<file path="src/rtl/univ_shift_reg_if.sv">
// Purpose : bundles the control, data and status signals of univ_shift_reg.
// Ports   : enable/mode/start/amount/pin/sin_l/sin_r flow master -> slave;
//           q/sout_l/sout_r/busy/done flow slave -> master.
interface univ_shift_reg_if #(
   parameter int unsigned WIDTH = 8,
   parameter int unsigned CNT_W = 4
);
   logic             enable;
   logic [2:0]       mode;
   logic             start;
   logic [CNT_W-1:0] amount;
   logic [WIDTH-1:0] pin;
   logic             sin_l;
   logic             sin_r;
   logic [WIDTH-1:0] q;
   logic             sout_l;
   logic             sout_r;
   logic             busy;
   logic             done;

   modport master (
      output enable, mode, start, amount, pin, sin_l, sin_r,
      input  q, sout_l, sout_r, busy, done
   );

   modport slave (
      input  enable, mode, start, amount, pin, sin_l, sin_r,
      output q, sout_l, sout_r, busy, done
   );
endinterface

</file>
<file path="src/rtl/univ_shift_reg.sv">
// Purpose : WIDTH-bit universal shift register with global enable, eight
//           single-step modes and a multi-cycle "shift by N" command with
//           a busy/done handshake.
// Ports   : clk    - rising-edge clock
//           rst_n  - asynchronous active-low reset
//           bus    - univ_shift_reg_if.slave (enable, mode, start, amount,
//                    pin, sin_l, sin_r in; q, sout_l, sout_r, busy, done out)
module univ_shift_reg #(
   parameter int unsigned WIDTH = 8,
   parameter int unsigned CNT_W = 4
) (
   input logic               clk,
   input logic               rst_n,
   univ_shift_reg_if.slave   bus
);

   localparam logic [2:0] M_HOLD  = 3'b000;
   localparam logic [2:0] M_LOAD  = 3'b001;
   localparam logic [2:0] M_SHL   = 3'b010;
   localparam logic [2:0] M_SHR   = 3'b011;
   localparam logic [2:0] M_ROTL  = 3'b100;
   localparam logic [2:0] M_ROTR  = 3'b101;
   localparam logic [2:0] M_ASR   = 3'b110;
   localparam logic [2:0] M_CLEAR = 3'b111;

   typedef enum logic {IDLE, RUN} state_e;

   state_e           state_q, state_d;
   logic [WIDTH-1:0] q_q, q_d;
   logic [CNT_W-1:0] cnt_q, cnt_d;
   logic [2:0]       mode_q, mode_d;
   logic             busy_q, busy_d;
   logic             done_q, done_d;

   // One step of the selected operation applied to the current contents.
   function automatic logic [WIDTH-1:0] step_f(
      input logic [2:0]       m,
      input logic [WIDTH-1:0] v,
      input logic [WIDTH-1:0] p,
      input logic             sl,
      input logic             sr
   );
      logic [WIDTH-1:0] r;
      r = v;
      case (m)
         M_HOLD:  r = v;
         M_LOAD:  r = p;
         M_SHL:   r = {v[WIDTH-2:0], sr};
         M_SHR:   r = {sl, v[WIDTH-1:1]};
         M_ROTL:  r = {v[WIDTH-2:0], v[WIDTH-1]};
         M_ROTR:  r = {v[0], v[WIDTH-1:1]};
         M_ASR:   r = {v[WIDTH-1], v[WIDTH-1:1]};
         M_CLEAR: r = '0;
         default: r = v;
      endcase
      return r;
   endfunction

   // State register.
   always_ff @(posedge clk or negedge rst_n) begin
      if (!rst_n) begin
         state_q <= IDLE;
         q_q     <= '0;
         cnt_q   <= '0;
         mode_q  <= M_HOLD;
         busy_q  <= 1'b0;
         done_q  <= 1'b0;
      end else begin
         state_q <= state_d;
         q_q     <= q_d;
         cnt_q   <= cnt_d;
         mode_q  <= mode_d;
         busy_q  <= busy_d;
         done_q  <= done_d;
      end
   end

   // Next-state and datapath; done defaults low so it is a single-cycle pulse
   // even when enable drops.
   always_comb begin
      state_d = state_q;
      q_d     = q_q;
      cnt_d   = cnt_q;
      mode_d  = mode_q;
      busy_d  = busy_q;
      done_d  = 1'b0;

      if (bus.enable) begin
         case (state_q)
            IDLE: begin
               if (!bus.start) begin
                  q_d = step_f(bus.mode, q_q, bus.pin, bus.sin_l, bus.sin_r);
               end else if (bus.amount == '0) begin
                  done_d = 1'b1;
               end else if (bus.mode == M_HOLD || bus.mode == M_LOAD ||
                            bus.mode == M_CLEAR) begin
                  // Non-repeatable modes complete in a single step.
                  q_d    = step_f(bus.mode, q_q, bus.pin, bus.sin_l, bus.sin_r);
                  done_d = 1'b1;
               end else begin
                  // Start edge only latches the command; q is untouched.
                  mode_d  = bus.mode;
                  cnt_d   = bus.amount;
                  busy_d  = 1'b1;
                  state_d = RUN;
               end
            end
            RUN: begin
               q_d   = step_f(mode_q, q_q, bus.pin, bus.sin_l, bus.sin_r);
               cnt_d = cnt_q - CNT_W'(1);
               if (cnt_q == CNT_W'(1)) begin
                  busy_d  = 1'b0;
                  done_d  = 1'b1;
                  state_d = IDLE;
               end
            end
            default: state_d = IDLE;
         endcase
      end
   end

   assign bus.q      = q_q;
   assign bus.busy   = busy_q;
   assign bus.done   = done_q;
   assign bus.sout_l = q_q[WIDTH-1];
   assign bus.sout_r = q_q[0];

endmodule
</file>
<file path="src/flat_wrapper.sv">
// flat-port wrapper written by rule: the top's interface ports become plain ports
module univ_shift_reg_flat 
#(
   parameter int unsigned WIDTH = 8,
   parameter int unsigned CNT_W = 4
)
  (clk, rst_n, bus_enable, bus_mode, bus_start, bus_amount, bus_pin, bus_sin_l, bus_sin_r, bus_q, bus_sout_l, bus_sout_r, bus_busy, bus_done);
  univ_shift_reg_if #(.WIDTH(WIDTH), .CNT_W(CNT_W)) bus_i ();
  input logic clk;
  input logic rst_n;
  input wire logic [$bits(bus_i.enable)-1:0] bus_enable;
  input wire logic [$bits(bus_i.mode)-1:0] bus_mode;
  input wire logic [$bits(bus_i.start)-1:0] bus_start;
  input wire logic [$bits(bus_i.amount)-1:0] bus_amount;
  input wire logic [$bits(bus_i.pin)-1:0] bus_pin;
  input wire logic [$bits(bus_i.sin_l)-1:0] bus_sin_l;
  input wire logic [$bits(bus_i.sin_r)-1:0] bus_sin_r;
  output wire logic [$bits(bus_i.q)-1:0] bus_q;
  output wire logic [$bits(bus_i.sout_l)-1:0] bus_sout_l;
  output wire logic [$bits(bus_i.sout_r)-1:0] bus_sout_r;
  output wire logic [$bits(bus_i.busy)-1:0] bus_busy;
  output wire logic [$bits(bus_i.done)-1:0] bus_done;
  assign bus_i.enable = bus_enable;
  assign bus_i.mode = bus_mode;
  assign bus_i.start = bus_start;
  assign bus_i.amount = bus_amount;
  assign bus_i.pin = bus_pin;
  assign bus_i.sin_l = bus_sin_l;
  assign bus_i.sin_r = bus_sin_r;
  assign bus_q = bus_i.q;
  assign bus_sout_l = bus_i.sout_l;
  assign bus_sout_r = bus_i.sout_r;
  assign bus_busy = bus_i.busy;
  assign bus_done = bus_i.done;
  univ_shift_reg #(.WIDTH(WIDTH), .CNT_W(CNT_W)) u_core (.clk(clk), .rst_n(rst_n), .bus(bus_i));
endmodule
</file>
<file path="config.mk">
export PLATFORM = sky130hd
export DESIGN_NAME = univ_shift_reg_flat
export DESIGN_NICKNAME = d
export VERILOG_FILES = /design/src/rtl/univ_shift_reg_if.sv /design/src/rtl/univ_shift_reg.sv /design/src/flat_wrapper.sv
export SDC_FILE = /design/constraint.sdc
export NUM_CORES = 1
export LEC_CHECK = 0
export ABC_AREA = 1
export BUFFER_PORTS_ARGS = -buffer_cell sky130_fd_sc_hd__buf_2
export CAP_MARGIN = 20
export CORE_ASPECT_RATIO = 1.4
export CORE_MARGIN = 2
export CORE_UTILIZATION = 55
export CTS_CLUSTER_SIZE = 40
export DETAILED_ROUTE_END_ITERATION = 8
export PLACE_DENSITY = 0.8
export SLEW_MARGIN = 0
export SYNTH_ARGS = -nofsm -noshare
export SYNTH_HDL_FRONTEND = slang
export SYNTH_SLANG_ARGS = --single-unit
</file>
<file path="constraint.sdc">
create_clock -name clk -period 1.69 [get_ports clk]
set_input_delay 0.2535 -clock clk [delete_from_list [all_inputs] [get_ports clk]]
set_output_delay 0.2535 -clock clk [all_outputs]
set_load 0.005 [all_outputs]
</file>
==> flow_summary.toml, run 1 <==
[logic_synthesis]
syn_avg_cell_area_sq_um = 6.06
synth_fa_ha_area_share_pct = 1.57
synth_xor_area_share_pct = 0.551
muxShareOfSynthArea_pct = 0.630
synth_top_family_by_area = "simple AND/OR/NAND/NOR gates"
synthDistinctLibCells = 28
synth_nets = 285
ys_seq_area_share_pct = 28.3
synthSimpleGateAreaFrac_pct = 51.0
ys_ff_latch = 18
syn_area_sq_um = 1590
yosysWarningCount = 0
synth_compound_area_share_pct = 8.50
syn_inst = 262

[hold_path]
min_path_type = "in -> reg"

[worst_setup_path]
r2r-end = "u_core.bus.q[6]$_DFFE_PN0P_"
crit_required_ns = 1.83
r2r_slack_ns = 0.23
endpoint_kind = "flop"
worstPathArrival_ns = 1.61
critical_path.startpoint = "u_core.mode_q[0]$_DFFE_PN0P_"
cp-start-kind = "flop"
rr_startpoint = "u_core.mode_q[0]$_DFFE_PN0P_"
worstSetupPathType = "reg -> reg"
cp-endpoint = "u_core.bus.q[6]$_DFFE_PN0P_"
ff2ff_path_depth = 9
cp_max_fo = 8

[sta]
tightest_slew_ns = 0.422
fin_skew_ns = 0.00664
rsz0062_at_grt = "false"
setup_viol = 0
finalHoldViolations = 0
setup_tns_ns = 0
fmax_mhz = 683
max_slew_margin_pct = 71.9
final_max_slew_viol_count = 0
period_needed_ns = 1.46
post-route-period-util_pct = 86.7
timing.final.ws_setup_ns = 0.225

[die]
core.rowCount = 23
die_h_um = 67.6
dieArea_sq_um = 3340
io_pins = 33
die_w_um = 49.4
initial_core_util_pct = 56.3
core_sq_um = 2820

[global_route]
grt_max_degree = 19
grt_pass1_wl_um = 6650
antenna_found_initial = 0
grt_usage_pct = 25.2
grt_pass1_vias = 1497
grt_overflow = 0

[placement]
numPortBuffers = 32
place_congestion = 0.897
preCtsSetupSlack_ns = 0.182
dp_hpwl_um = 3020

[routing]
drc = 0
drt_iter0_markers = 63
vias = 1712
via_per_inst = 5.20
avgRoutedWirePerCell_um = 12.2
wl_um = 4020
dr.pass1.iters = 4
drtAntennaViolNets = 0

[cts]
clock-sinks = 18
cts_tree = "done"
cts_buffers = 3
clock-root-buffer = "clkbuf_8"
cts.clk_slew.worst_paths_ns = 0.07
cts_setup_buffers = 0
clock_latency_ns = 0.25
htreeDepth = 1
clockBufferDepth = 2

[job]
max_cap_violations = 0

[final_layout]
drive_above_1_share_pct = 19.9
antenna_cells = 0
final_common_cell = "nand2_1"
syn2layout_area_growth_pct = 15.4
nets = 316
most-common-layout-cells = "nand2_1, buf_2, nand3_1"

[power]
peakVddDrop_uv = 1060
power.leakage_nw = 1.02
power.density_nw_per_um2 = 1620

[outcome]
outcome = "finished, final reports clean"
[metal layers]
layer  global-route usage, %  up-vias  wire (um)
met1                    31.3      753       1770
met5                       0        -          0
li1                        -      899          -
met3                    2.65        4        218
met4                    6.60        0         35
met2                    46.6       56       2000
[final cells by class]
class | instances | area [sq um]
fillers | 303 | 987
repair buffers | 35 | 185
inverters | 25 | 98.8
flip-flops and latches | 18 | 450
clock buffers | 4 | 55.1
multi-input cells | 210 | 997
well taps | 37 | 46.3
[how the worst min path moves through the flow]
stage	startpoint	end	slack, ns	cells past startpoint
5_1_grt	bus_amount[3]	u_core.cnt_q[3]$_DFFE_PN0P_	0.33	3
3_3_place_gp	rst_n	u_core.mode_q[0]$_DFFE_PN0P_	0.21	1
3_5_place_dp	rst_n	u_core.bus.busy$_DFFE_PN0P_	0.21	1
4_1_cts	bus_amount[3]	u_core.cnt_q[3]$_DFFE_PN0P_	0.30	3
6_report	bus_amount[3]	u_core.cnt_q[3]$_DFFE_PN0P_	0.30	3
2_1_floorplan	rst_n	u_core.bus.busy$_DFFE_PN0P_	-0.04	0
[registers in the layout (all words and copies together), names as in the netlist]
signal / count
u_core.bus.q: 8
u_core.cnt_q: 4
u_core.mode_q: 3
u_core.bus.busy: 1
u_core.bus.done: 1
u_core.state_q: 1
[synthesized netlist by cell type]
library cell / instances / area [sq um]
buf_4: 3 / 22.5
o21ai_0: 8 / 40.0
o21a_1: 1 / 7.51
a21oi_1: 2 / 10.0
nand4_1: 6 / 37.5
o211ai_1: 1 / 7.51
ha_1: 2 / 25.0
o21ai_1: 8 / 40.0
inv_2: 5 / 18.8
nand2_4: 2 / 22.5
xor2_1: 1 / 8.76
clkinv_4: 1 / 8.76
nand2_2: 3 / 18.8
nor2_1: 29 / 109
a31oi_4: 1 / 21.3
or2_2: 1 / 6.26
nand2_1: 106 / 398
clkbuf_1: 2 / 7.51
nand3_1: 31 / 155
o21ai_2: 1 / 8.76
buf_2: 4 / 20.0
clkinv_1: 1 / 3.75
nand3_2: 3 / 30.0
nor2_2: 2 / 12.5
inv_1: 18 / 67.6
nand4_4: 1 / 21.3
mux2i_1: 1 / 10.0
dfrtp_1: 18 / 450
[cells by family after synthesis]
family / Yosys count
XOR/XNOR: 1
AND/OR/NAND/NOR: 184
AO/OA/AOI/OAI: 22
adder cells (fa/ha/maj): 2
multiplexers: 1
flip-flops: 18
buffers and inverters: 34
[stage by stage]
stage	utilization [%]	instances	hold slack, ns	area (sq um)	power (mW)
detailed placement	62.4	324	0.209	1760	2.58
global placement	62.4	324	0.212	1760	2.57
CTS	64.7	329	0.302	1830	2.94
finish	65.0	329	0.304	1830	2.97
floorplan	-	262	-0.0421	1590	2.14
global route	65.0	329	0.332	1830	3.26
[report_power, final]
group / switching [mW] / total, mW / leakage [nW] / internal [mW]
sequential: 0.286 / 0.912 / 0.224 / 0.626
combinational: 1.05 / 1.70 / 0.766 / 0.653
clock: 0.146 / 0.353 / 0.0288 / 0.207
[worst max-delay path, stage by stage (launching register included)]
cell	delay, ns
dfrtp_1	0.49
inv_2	0.07
nand3_1	0.11
nand3_1	0.24
nand2_1	0.12
nand3_1	0.08
nand2_1	0.07
nand2_1	0.06
nand2_1	0.06
nand2_1	0.04
[timing repair]
item	CTS	global route
hold endpoints to repair	18	0
gates resized for setup	0	1
endpoints found under the setup margin	0	2
hold buffers	1	0
Note: power is estimated with default switching activity, not from simulation.
==> run 2, diff against run 1 <==
--- a/config.mk
+++ b/config.mk
@@ -10,10 +10,10 @@
 export CAP_MARGIN = 20
 export CORE_ASPECT_RATIO = 1.4
 export CORE_MARGIN = 2
-export CORE_UTILIZATION = 55
+export CORE_UTILIZATION = 49
 export CTS_CLUSTER_SIZE = 40
 export DETAILED_ROUTE_END_ITERATION = 8
-export PLACE_DENSITY = 0.8
+export PLACE_DENSITY = 0.78
 export SLEW_MARGIN = 0
 export SYNTH_ARGS = -nofsm -noshare
 export SYNTH_HDL_FRONTEND = slang
==> constraint.sdc (replaced) <==
create_clock -name clk -period 1.3 [get_ports clk]
set_input_delay 0.195 -clock clk [delete_from_list [all_inputs] [get_ports clk]]
set_output_delay 0.195 -clock clk [all_outputs]
set_load 0.005 [all_outputs]
==> run 2 against run 1 <==
Non-clock buffer count grew 26. Clock power up 31%. Clock skew fell by 0.0054 ns. The run now ends with negative setup slack left. Largest cell class unchanged. Maximum frequency grew 6.6%. Flip-flop and latch count unchanged. Hold slack lost 0.069 ns. Global-route usage down 0.18 points. Worst setup slack worse by 0.30 ns.
==> flow_summary.toml, run 2 (synthesized netlist as in run 1, its figures left out) <==
[hold_path]
min_path_type = "in -> reg"
min_path_cells = 3
min_from = "bus_amount[3]"
min_to = "u_core.cnt_q[3]$_DFFE_PN0P_"

[placement]
numPortBuffers = 32
dp_hpwl_um = 3300
preCtsSetupSlack_ns = -0.0957
postPlaceCellArea_sq_um = 1950
dp_cells = 351
place_congestion = 0.914

[power]
power.density_nw_per_um2 = 2160
power.leakage_nw = 1.18
peakVddDrop_uv = 1740

[sta]
rsz0062_at_grt = "true"
fin_skew_ns = 0.00123
tightest_slew_ns = 0.416
finalHoldViolations = 0
fmax_mhz = 728
setup_viol = 8
timing.final.ws_setup_ns = -0.0735
post-route-period-util_pct = 106
max_slew_margin_pct = 72.3
period_needed_ns = 1.37
final_max_slew_viol_count = 0

[worst_setup_path]
crit_chain = "buf_6 > nand3_4 > nand3_4 > nand2_1 > nand3_1 > nand2_1 > nand2_1 > nand2_1 > nand2_1"
crit_path_max_incr_delay_ns = 0.49
cp-start-kind = "flop"
ff2ff_path_depth = 9
cp_max_fo = 7
crit_top_cell = "nand2_1"
cp_top_family = "simple AND/OR/NAND/NOR gates"
endpoint_kind = "flop"
rr_startpoint = "u_core.mode_q[1]$_DFFE_PN0P_"
crit_required_ns = 1.45
r2r_slack_ns = -0.07
worstPathArrival_ns = 1.52
r2r-end = "u_core.bus.q[5]$_DFFE_PN0P_"
worstSetupPathType = "reg -> reg"
path_buf_inv = 1
cpMaxStageDelayCell = "dfrtp_2"

[routing]
drt_iter0_markers = 61
dr.pass1.iters = 4
avgRoutedWirePerCell_um = 13.0
wl_um = 4660
drc = 0
vias = 1892
via_per_inst = 5.28
drtAntennaViolNets = 0

[cts]
clockBufferDepth = 2
clock_latency_ns = 0.25
cts.clk_slew.worst_paths_ns = 0.07
clock-root-buffer = "clkbuf_8"
htreeDepth = 1
cts_buffers = 3
cts_tree = "done"
clock-sinks = 18

[global_route]
gr-max-usage-layer = "met2"
use_met2_pct = 46.4
use_met1_pct = 30.2
grt_overflow = 0
grt_usage_pct = 25.0
grt_pass1_vias = 1731
grt_use_met3_pct = 1.88
grt_max_degree = 19
antenna_found_initial = 0
grt_pass1_wl_um = 7290

[final_layout]
instances_no_fill = 358
largest_register_ffs = 8
drive_above_1_share_pct = 34.5
nets = 343
syn2layout_area_growth_pct = 38.4
antenna_cells = 0
most-common-layout-cells = "nand2_1, buf_2, nor2_1"
final_common_cell = "nand2_1"
stdcell_area_sq_um = 2200

[die]
initial_core_util_pct = 51.4
io_pins = 33
core_sq_um = 3090
core.rowCount = 24
dieArea_sq_um = 3720
die_w_um = 52.1
die_h_um = 71.4

[outcome]
violations = "negative setup slack"
outcome = "finished, violations left"

[job]
max_cap_violations = 0
run 2: changes by cell type in the layout (fill, tap and decap cells not counted), moves of 5 or more:
cell	before	now
buf_4	2	23
buf_6	0	5
nand2_1	106	100
nand3_1	31	23
nand3_4	1	6
run 2: worst max-delay path by stage:
stage / from / to / slack [ns] / depth (start not counted)
2_1_floorplan: u_core.mode_q[1]$_DFFE_PN0P_ / u_core.bus.q[4]$_DFFE_PN0P_ / 0.009 / 10
3_3_place_gp: u_core.mode_q[0]$_DFFE_PN0P_ / u_core.bus.q[6]$_DFFE_PN0P_ / -0.09 / 9
3_5_place_dp: u_core.mode_q[1]$_DFFE_PN0P_ / u_core.bus.q[6]$_DFFE_PN0P_ / -0.1 / 9
4_1_cts: u_core.mode_q[0]$_DFFE_PN0P_ / u_core.bus.q[7]$_DFFE_PN0P_ / -0.007 / 7
5_1_grt: u_core.mode_q[1]$_DFFE_PN0P_ / u_core.bus.q[5]$_DFFE_PN0P_ / -0.18 / 9
6_report: u_core.mode_q[1]$_DFFE_PN0P_ / u_core.bus.q[5]$_DFFE_PN0P_ / -0.07 / 9
run 2: cell type report:
cell class / instances / area [sq um]
clock buffer: 4 / 55.1
fill: 256 / 893
inverter: 25 / 104
multi-input combinational: 211 / 1140
sequential: 18 / 455
tap: 39 / 48.8
timing repair buffer: 61 / 399
run 2: tightest hold or removal path, cell delays in order:
cell     delay (ns)
buf_2          0.09
mux2i_1        0.06
o21ai_1        0.11
run 2: repair_timing:
action	CTS	global route
hold buffers	1	0
cloned	0	1
gates resized for setup	16	29
pin swaps	3	9
setup buffers	1	1
endpoints found under the setup margin	9	12
endpoints found under the hold margin	18	0
run 2: metal layers:
layer  vias up  wire, um
li1        949         -
met1       868      1800
met2        63      2540
met3        12       229
met4         0        91
met5         -         0
run 2: through the flow:
step	power [mW]	setup TNS [ns]	hold WS [ns]	util, %
floorplan	2.78	0	-0.101	-
global placement	3.62	-0.530	0.153	63.1
detailed placement	3.67	-0.570	0.155	63.1
CTS	4.34	-0.0121	0.230	67.3
global route	5.17	-1.15	0.238	71.1
finish	4.75	-0.320	0.235	71.1
run 2: where the power goes:
group / switching (mW) / internal, mW
Sequential: 0.399 / 0.826
Combinational: 1.74 / 1.32
Clock: 0.192 / 0.269
Total: 2.33 / 2.42
